--- config.mk ---
export PLATFORM = sky130hd
export DESIGN_NAME = uart_tx_fifo
export DESIGN_NICKNAME = d
export VERILOG_FILES = /design/src/rtl/uart_tx_fifo.sv
export SDC_FILE = /design/constraint.sdc
export NUM_CORES = 1
export LEC_CHECK = 0
export BUFFER_PORTS_ARGS = -buffer_cell sky130_fd_sc_hd__buf_2
export CAP_MARGIN = 20
export CELL_PAD_IN_SITES_DETAIL_PLACEMENT = 0
export CELL_PAD_IN_SITES_GLOBAL_PLACEMENT = 2
export CORE_UTILIZATION = 46
export DETAILED_ROUTE_END_ITERATION = 8
export PLACE_DENSITY = 0.86
export SYNTH_ARGS = -nofsm -noshare
export SYNTH_HDL_FRONTEND = slang
export SYNTH_SLANG_ARGS = --single-unit
export TNS_END_PERCENT = 50
--- constraint.sdc ---
create_clock -name clk -period 3.18 [get_ports clk]
set_clock_uncertainty 0.05 [all_clocks]
set_input_delay 0.159 -clock clk [delete_from_list [all_inputs] [get_ports clk]]
set_output_delay 0.159 -clock clk [all_outputs]
set_load 0.05 [all_outputs]
--- src/rtl/uart_tx_fifo.sv ---
// Byte FIFO feeding an 8N1 LSB-first UART serializer; first start bit on the line two edges after a push into an idle block.
// Producer backpressure via in_ready (count < FIFO_DEPTH); bytes offered while full are dropped and latch overflow.
module uart_tx_fifo #(
  parameter int DELAY_FRAMES = 234,
  parameter int FIFO_DEPTH   = 16
) (
  input  logic                         clk,
  input  logic                         reset,
  input  logic [7:0]                   in_data,
  input  logic                         in_valid,
  output logic                         in_ready,
  output logic                         uart_tx,
  output logic                         busy,
  output logic [$clog2(FIFO_DEPTH):0]  count,
  output logic                         overflow
);

  localparam int AW = $clog2(FIFO_DEPTH);
  localparam int CW = AW + 1;
  localparam int TW = $clog2(DELAY_FRAMES);

  localparam logic [1:0] IDLE  = 2'd0;
  localparam logic [1:0] START = 2'd1;
  localparam logic [1:0] DATA  = 2'd2;
  localparam logic [1:0] STOP  = 2'd3;

  localparam logic [TW-1:0] LAST_TICK = TW'(DELAY_FRAMES - 1);
  localparam logic [CW-1:0] DEPTH     = CW'(FIFO_DEPTH);

  logic [7:0]    mem [FIFO_DEPTH];
  logic [AW-1:0] wrPtr;
  logic [AW-1:0] rdPtr;
  logic [1:0]    state;
  logic [TW-1:0] bitTimer;
  logic [2:0]    bitIdx;
  logic [7:0]    shiftReg;
  logic          push;
  logic          pop;
  logic          tickDone;

  assign in_ready = (count < DEPTH);
  assign busy     = (state != IDLE);
  assign push     = in_valid & in_ready;
  assign tickDone = (bitTimer == LAST_TICK);
  // Pop is based on the registered count, so a fresh byte is never bypassed to the serializer.
  assign pop      = (count != '0) & ((state == IDLE) | ((state == STOP) & tickDone));

  always_ff @(posedge clk) begin
    if (push && !reset) begin
      mem[wrPtr] <= in_data;
    end
  end

  always_ff @(posedge clk) begin
    if (reset) begin
      state    <= IDLE;
      uart_tx  <= 1'b1;
      count    <= '0;
      wrPtr    <= '0;
      rdPtr    <= '0;
      overflow <= 1'b0;
      bitTimer <= '0;
      bitIdx   <= '0;
      shiftReg <= '0;
    end else begin
      if (push) wrPtr <= wrPtr + 1'b1;
      if (pop)  rdPtr <= rdPtr + 1'b1;
      if (push && !pop)      count <= count + 1'b1;
      else if (pop && !push) count <= count - 1'b1;
      if (in_valid && !in_ready) overflow <= 1'b1;

      // The line register reflects the state held during the previous cycle.
      case (state)
        START:   uart_tx <= 1'b0;
        DATA:    uart_tx <= shiftReg[bitIdx];
        default: uart_tx <= 1'b1;
      endcase

      if (state == IDLE || tickDone) bitTimer <= '0;
      else                           bitTimer <= bitTimer + 1'b1;

      case (state)
        IDLE: begin
          if (pop) begin
            shiftReg <= mem[rdPtr];
            state    <= START;
          end
        end
        START: begin
          if (tickDone) begin
            state  <= DATA;
            bitIdx <= '0;
          end
        end
        DATA: begin
          if (tickDone) begin
            if (bitIdx == 3'd7) state <= STOP;
            else                bitIdx <= bitIdx + 1'b1;
          end
        end
        default: begin
          if (tickDone) begin
            if (pop) begin
              shiftReg <= mem[rdPtr];
              state    <= START;
            end else begin
              state <= IDLE;
            end
          end
        end
      endcase
    end
  end

endmodule
# Yosys cells after proc, flatten, opt, wreduce, memory -nomap -nowiden
# Memory sizes are Yosys's and may differ from the RTL's. A register that Yosys moved wholly into a read port is not among the register bits.
# Index checks and enable logic that the tools add are counted.
# word_totals
regBits	36
mem_bits_rw	128
inputBits	11
output_inout_bits	9
elab_cells	76
memories	1
# op_classes
n_addsub	6
n_lt_le_gt_ge	2
eq_ne	10
muxes	23
bitwise_logic	5
n_reduce_logical	20
# memory_table
name	depth	word_bits	read_ports	rd_clocked_by_memory_dff	write_ports	line_no	text
mem	16	8	1	1	1	30	logic [7:0] mem [FIFO_DEPTH];
# ops
cell	n
two-way mux 8 bit	2
one-hot mux 8 bit (2 select lines)	1
two-way mux 2 bit	5
two-way mux 5 bit	2
!= test 2 bit, second input constant	5
two-way mux 3 bit	3
adder 4 x 1 -> 4 bit, second input constant	2
adder 8 x 1 -> 8 bit, second input constant	1
== test 8 bit, second input constant	1
two-way mux 4 bit	2
nonzero test 2 bit	4
one-hot mux 2 bit (3 select lines)	1
one-hot mux 3 bit (2 select lines)	1
adder 5 x 1 -> 5 bit, second input constant	1
< comparator 5 bit, second input constant	1
AND reduction 5 bit	1
nonzero test 5 bit	1
subtractor 5 x 1 -> 5 bit, second input constant	1
== test 2 bit, second input constant	2
logical AND 1 bit	4
zero test 1 bit	4
< comparator 3 x 4 -> 1 bit, second input constant	1
two-way mux 1 bit	4
AND reduction 4 bit	1
12 further kinds	15

# Depth between registers and ports, before layout
# depth
word_depth	7
depth_mapped	14
mapped_depth_nobuf	14

# Worst setup path before layout
# No wires, ideal clock.
# synth_timing
kind	reg-to-reg
startpoint	register count[0]
endpoint	register count[4]
setup_time_ns	0.071
arrival_ns	2.916
required_ns	3.059
setup_slack_ns	0.143
path_stages_with_launch	13
path_buffers	0
period_less_slack_ns	3.037
cell_sequence	dfxtp_1 or4_4 nor2_4 nor2_1 inv_1 ha_1 inv_1 fa_1 a21o_1 a21oi_1 xnor2_1 or3_1 a21oi_1
# synth_via
elab_chain_cells	5
elab_cells_between_ends	13
classes_between	add/sub: 2; order compare: 1; mux: 2; bitwise: 2; reduce/logical: 6
# synth_rtl
item	line_no	text
start: declaration	14	output logic [$clog2(FIFO_DEPTH):0] count,
start signal: assignment	68	if (push && !pop) count <= count + 1'b1;
start signal: assignment	69	else if (pop && !push) count <= count - 1'b1;
< comparator 5 bit / nonzero test 5 bit (equally long branches)	41, 46	
bitwise AND 1 bit (on tied branches)	43, 46	
zero test 1 bit (on tied branches)	69, 68	
logical AND 1 bit (on tied branches)	69, 68	
nonzero test 2 bit (no line) / two-way mux 5 bit (equally long branches)	-	
# Parallel ways exist; a longest one is shown, timed or not. The select of a mux whose other input is x is not followed.
# A chain may end at the register's enable or synchronous reset.

# Worst setup path after layout
# layout_timing
startpoint	register bitTimer[0]
endpoint	register count[4]
# layout_via
elab_chain_cells	7
elab_cells_between_ends	9
classes_between	eq/ne: 1; mux: 1; bitwise: 3; reduce/logical: 4
# layout_rtl
item	line_no	text
start: declaration	34	logic [TW-1:0] bitTimer;
start signal: assignment	80	else bitTimer <= bitTimer + 1'b1;
== test 8 bit *	44	assign tickDone = (bitTimer == LAST_TICK);
bitwise AND 1 bit *	46	assign pop = (count != '0) & ((state == IDLE) | ((state == STOP) & tickDone));
OR 1 bit *	46	
bitwise AND 1 bit *	46	
zero test 1 bit	68	
logical AND 1 bit	68	
two-way mux 5 bit / nonzero test 2 bit (equally long branches)	-	
# Mark *: on every way between the ends. The rest lies on a longest branch, timed or not.

==> out/qor.yml <==
floorplan:
  core_um2: 14600
  placementRows: 44
  ios: 20
  dieWidth_um: 124
  initial_utilization: 0.473
  die_area_um2: 15500
  die_y_um: 124
setup_path:
  critPathMaxFanout: 5
  required_ns: 3.48
  rr_worst_depth: 13
  worstSetupPathType: "register to register"
  critPathCaptureType: "register"
  start_kind: "register"
  cp.arrival_ns: 3.24
final_layout:
  layout.nets: 508
  synthToLayoutAreaGrowth_pct: 13.4
  fin_area_um2: 7820
  drive_above_1_share: 0.189
  final_cell_mix: "edfxtp_1 (128), nor2_1 (50), dfxtp_1 (39), mux2i_1 (29), nand2_1 (25)"
  multiInputGateArea_um2: 2090
  seq_area_um2: 4650
  final_util: 0.536
  n_fill_cell: 1145
  mostFrequentLayoutCell: "edfxtp_1"
  diodes: 0
detailed_routing:
  wire_per_inst_um: 19.3
  vias: 3759
  vias_per_cell: 5.56
  drc: 0
  ant_nets: 0
  drt-total-wl_mm: 13.0
  drtPass1Iterations: 4
  dr.first_iter.drc_count: 351
sta:
  tightest_slew_ns: 0.984
  slew-limit-headroom: 0.342
  final-setup-viol-count: 0
  final-hold-violation-count: 0
  min_period_ns: 2.94
  drv_slew: 0
  setup_tns_ns: 0
  finalCritPeriodShare: 0.923
  fmax_ghz: 0.341
  rsz0062_at_grt: "no"
placed_design:
  gp_congestion: 0.763
  placed_area_um2: 7210
  dp.final_hpwl_mm: 8.27
  port_buffers: 19
logic_synthesis:
  yosys_warnings: 0
  synth-seq-cells: 168
  synth_top_family_by_area: "multiplexers"
  syn_area_um2: 6900
  synth-compound-area-share: 0.0542
  synth_nets: 474
  ys_async_sr_fraction: 0
  synth_cells: 445
  yosysUniqueCellTypes: 44
  synth-main-ff-cell: "edfxtp_1"
  yosys-mux-area-fraction: 0.122
  synthAdderAreaFrac: 0.0337
  synthSimpleGateAreaFrac: 0.0738
  synth_edf_count: 128
  yosysSeqAreaShare: 0.673
  synth_xor_area_frac: 0.0190
  syn_area_per_cell_um2: 15.5
min_path:
  min_path_cells: 1
  hp-class: "input pin to register"
status:
  status: "complete, no violations"
global_route:
  grt_start_max_net_pins: 47
  grt_usage: 0.179
  grt_pass1_vias: 3712
  antenna_found_initial: 0
  grt_overflow: 0
  grt_first_pass_wirelength_mm: 20.6
power_and_ir_drop:
  intPower_mw: 4.49
  p_per_area_nw_per_um2: 812
  p_comb_frac: 0.261
  swShare: 0.293
  ir_drop_mv: 0.487
  seqPwrFrac: 0.414
  power.leakage_nw: 2.56
  switching_power_mw: 1.86
  clock_power_share: 0.325
cts:
  clkSinkCount: 168
  postCtsResizedCells: 0
  clockRootBuffer: "clkbuf_16"
  numCtsBuffers: 17
  htreeDepth: 4
  cts.clk_slew.worst_paths_ns: 0.06
  clock_latency_ns: 0.42
  clockBufferDepth: 2
  cts_tree: "done"
run:
  cap_violations: 0
## worst paths after layout
kind,endpoint,start,slack (ns)
setup / recovery,count[4],bitTimer[0],0.24
hold / removal,mem[5][6],in_data[6],0.07
setup reg to reg,count[4],bitTimer[0],0.24
hold reg to reg,overflow,overflow,0.42
## repair_timing
action	4_1_cts	5_1_grt
endpoints found under the hold margin	1	0
setup endpoints to repair	0	1
setup buffers	0	1
hold buffers	1	0
## kinds of logic (layout without fill, tap and decap cells)
| family | count (synthesis) | after routing |
|---|---|---|
| AND/OR/NAND/NOR | 107 | 107 |
| XOR/XNOR | 15 | 15 |
| buffers and inverters | 29 | 76 |
| multiplexers | 57 | 57 |
| flip-flops | 168 | 168 |
| AO/OA/AOI/OAI | 51 | 51 |
| adder cells (fa/ha/maj) | 18 | 18 |
## worst max-delay path: stages, from the launching register on
cell,delay (ns)
dfxtp_1,0.40
ha_1,0.18
and4bb_4,0.27
a41oi_4,0.13
nor2_1,0.22
inv_1,0.07
ha_1,0.22
inv_1,0.14
ha_1,0.28
a21o_1,0.19
a21oi_1,0.19
xnor2_1,0.10
or3_1,0.30
a21oi_1,0.14
## state kept, by name (all words and copies together), names as in the netlist, named ones only
signal    cells
bitIdx        3
bitTimer      8
count         5
mem         128
overflow      1
rdPtr         4
shiftReg      8
state         2
uart_tx       1
wrPtr         4
## cells in the mapped netlist, drive strengths merged, types with 3 or more instances
| master | number | share of area |
|---|---|---|
| edfxtp | 128 | 0.56 |
| nor2 | 51 | 0.029 |
| dfxtp | 40 | 0.12 |
| mux2i | 29 | 0.042 |
| nand2 | 25 | 0.014 |
| a21oi | 20 | 0.015 |
| mux4 | 20 | 0.067 |
| ha | 17 | 0.031 |
| buf | 11 | 0.0098 |
| inv | 10 | 0.0054 |
| clkbuf | 8 | 0.0087 |
| mux2 | 8 | 0.013 |
| nand3 | 8 | 0.0058 |
| xnor2 | 8 | 0.010 |
| a311oi | 7 | 0.0089 |
| o2111ai | 7 | 0.0089 |
| o221ai | 7 | 0.0089 |
| xor2 | 7 | 0.0089 |
| nand2b | 5 | 0.0045 |
| a21o | 4 | 0.0044 |
| or3 | 4 | 0.0036 |
| o21ai | 3 | 0.0022 |
## power groups by stage
stage          clock [mW]  combinational [mW]  sequential [mW]
6_report             2.06                1.66             2.63
5_1_grt              2.17                1.82             2.66
4_1_cts              2.09                1.66             2.63
3_5_place_dp            0                1.63             2.68
3_3_place_gp            0                1.61             2.67
2_1_floorplan           0                1.25             2.73
## layout make-up
type,count,area share
clock buffers,25,0.0608
multi-input cells,248,0.267
well taps,184,0.0294
flip-flops and latches,168,0.594
repair buffers,34,0.0285
inverters,10,0.00480
clock inverters,7,0.0155
## per-layer routing
metal | up-vias | GRT usage | share of wire
met5 | - | 0 | 0
met4 | 0 | 0.0751 | 0.019
met3 | 17 | 0.0378 | 0.050
met2 | 84 | 0.285 | 0.49
met1 | 1896 | 0.237 | 0.44
li1 | 1762 | - | -
## per-stage QoR
step | hold slack, ns | total power [mW] | instances | setup slack (ns)
2_1_floorplan | 0.208 | 3.98 | 445 | 0.143
3_3_place_gp | 0.351 | 4.28 | 642 | 0.227
3_5_place_dp | 0.369 | 4.31 | 642 | 0.182
4_1_cts | 0.0556 | 6.38 | 675 | 0.0931
5_1_grt | 0.0730 | 6.65 | 676 | 0.0374
6_report | 0.0655 | 6.35 | 676 | 0.244
Power figures use the tool's default switching activity.
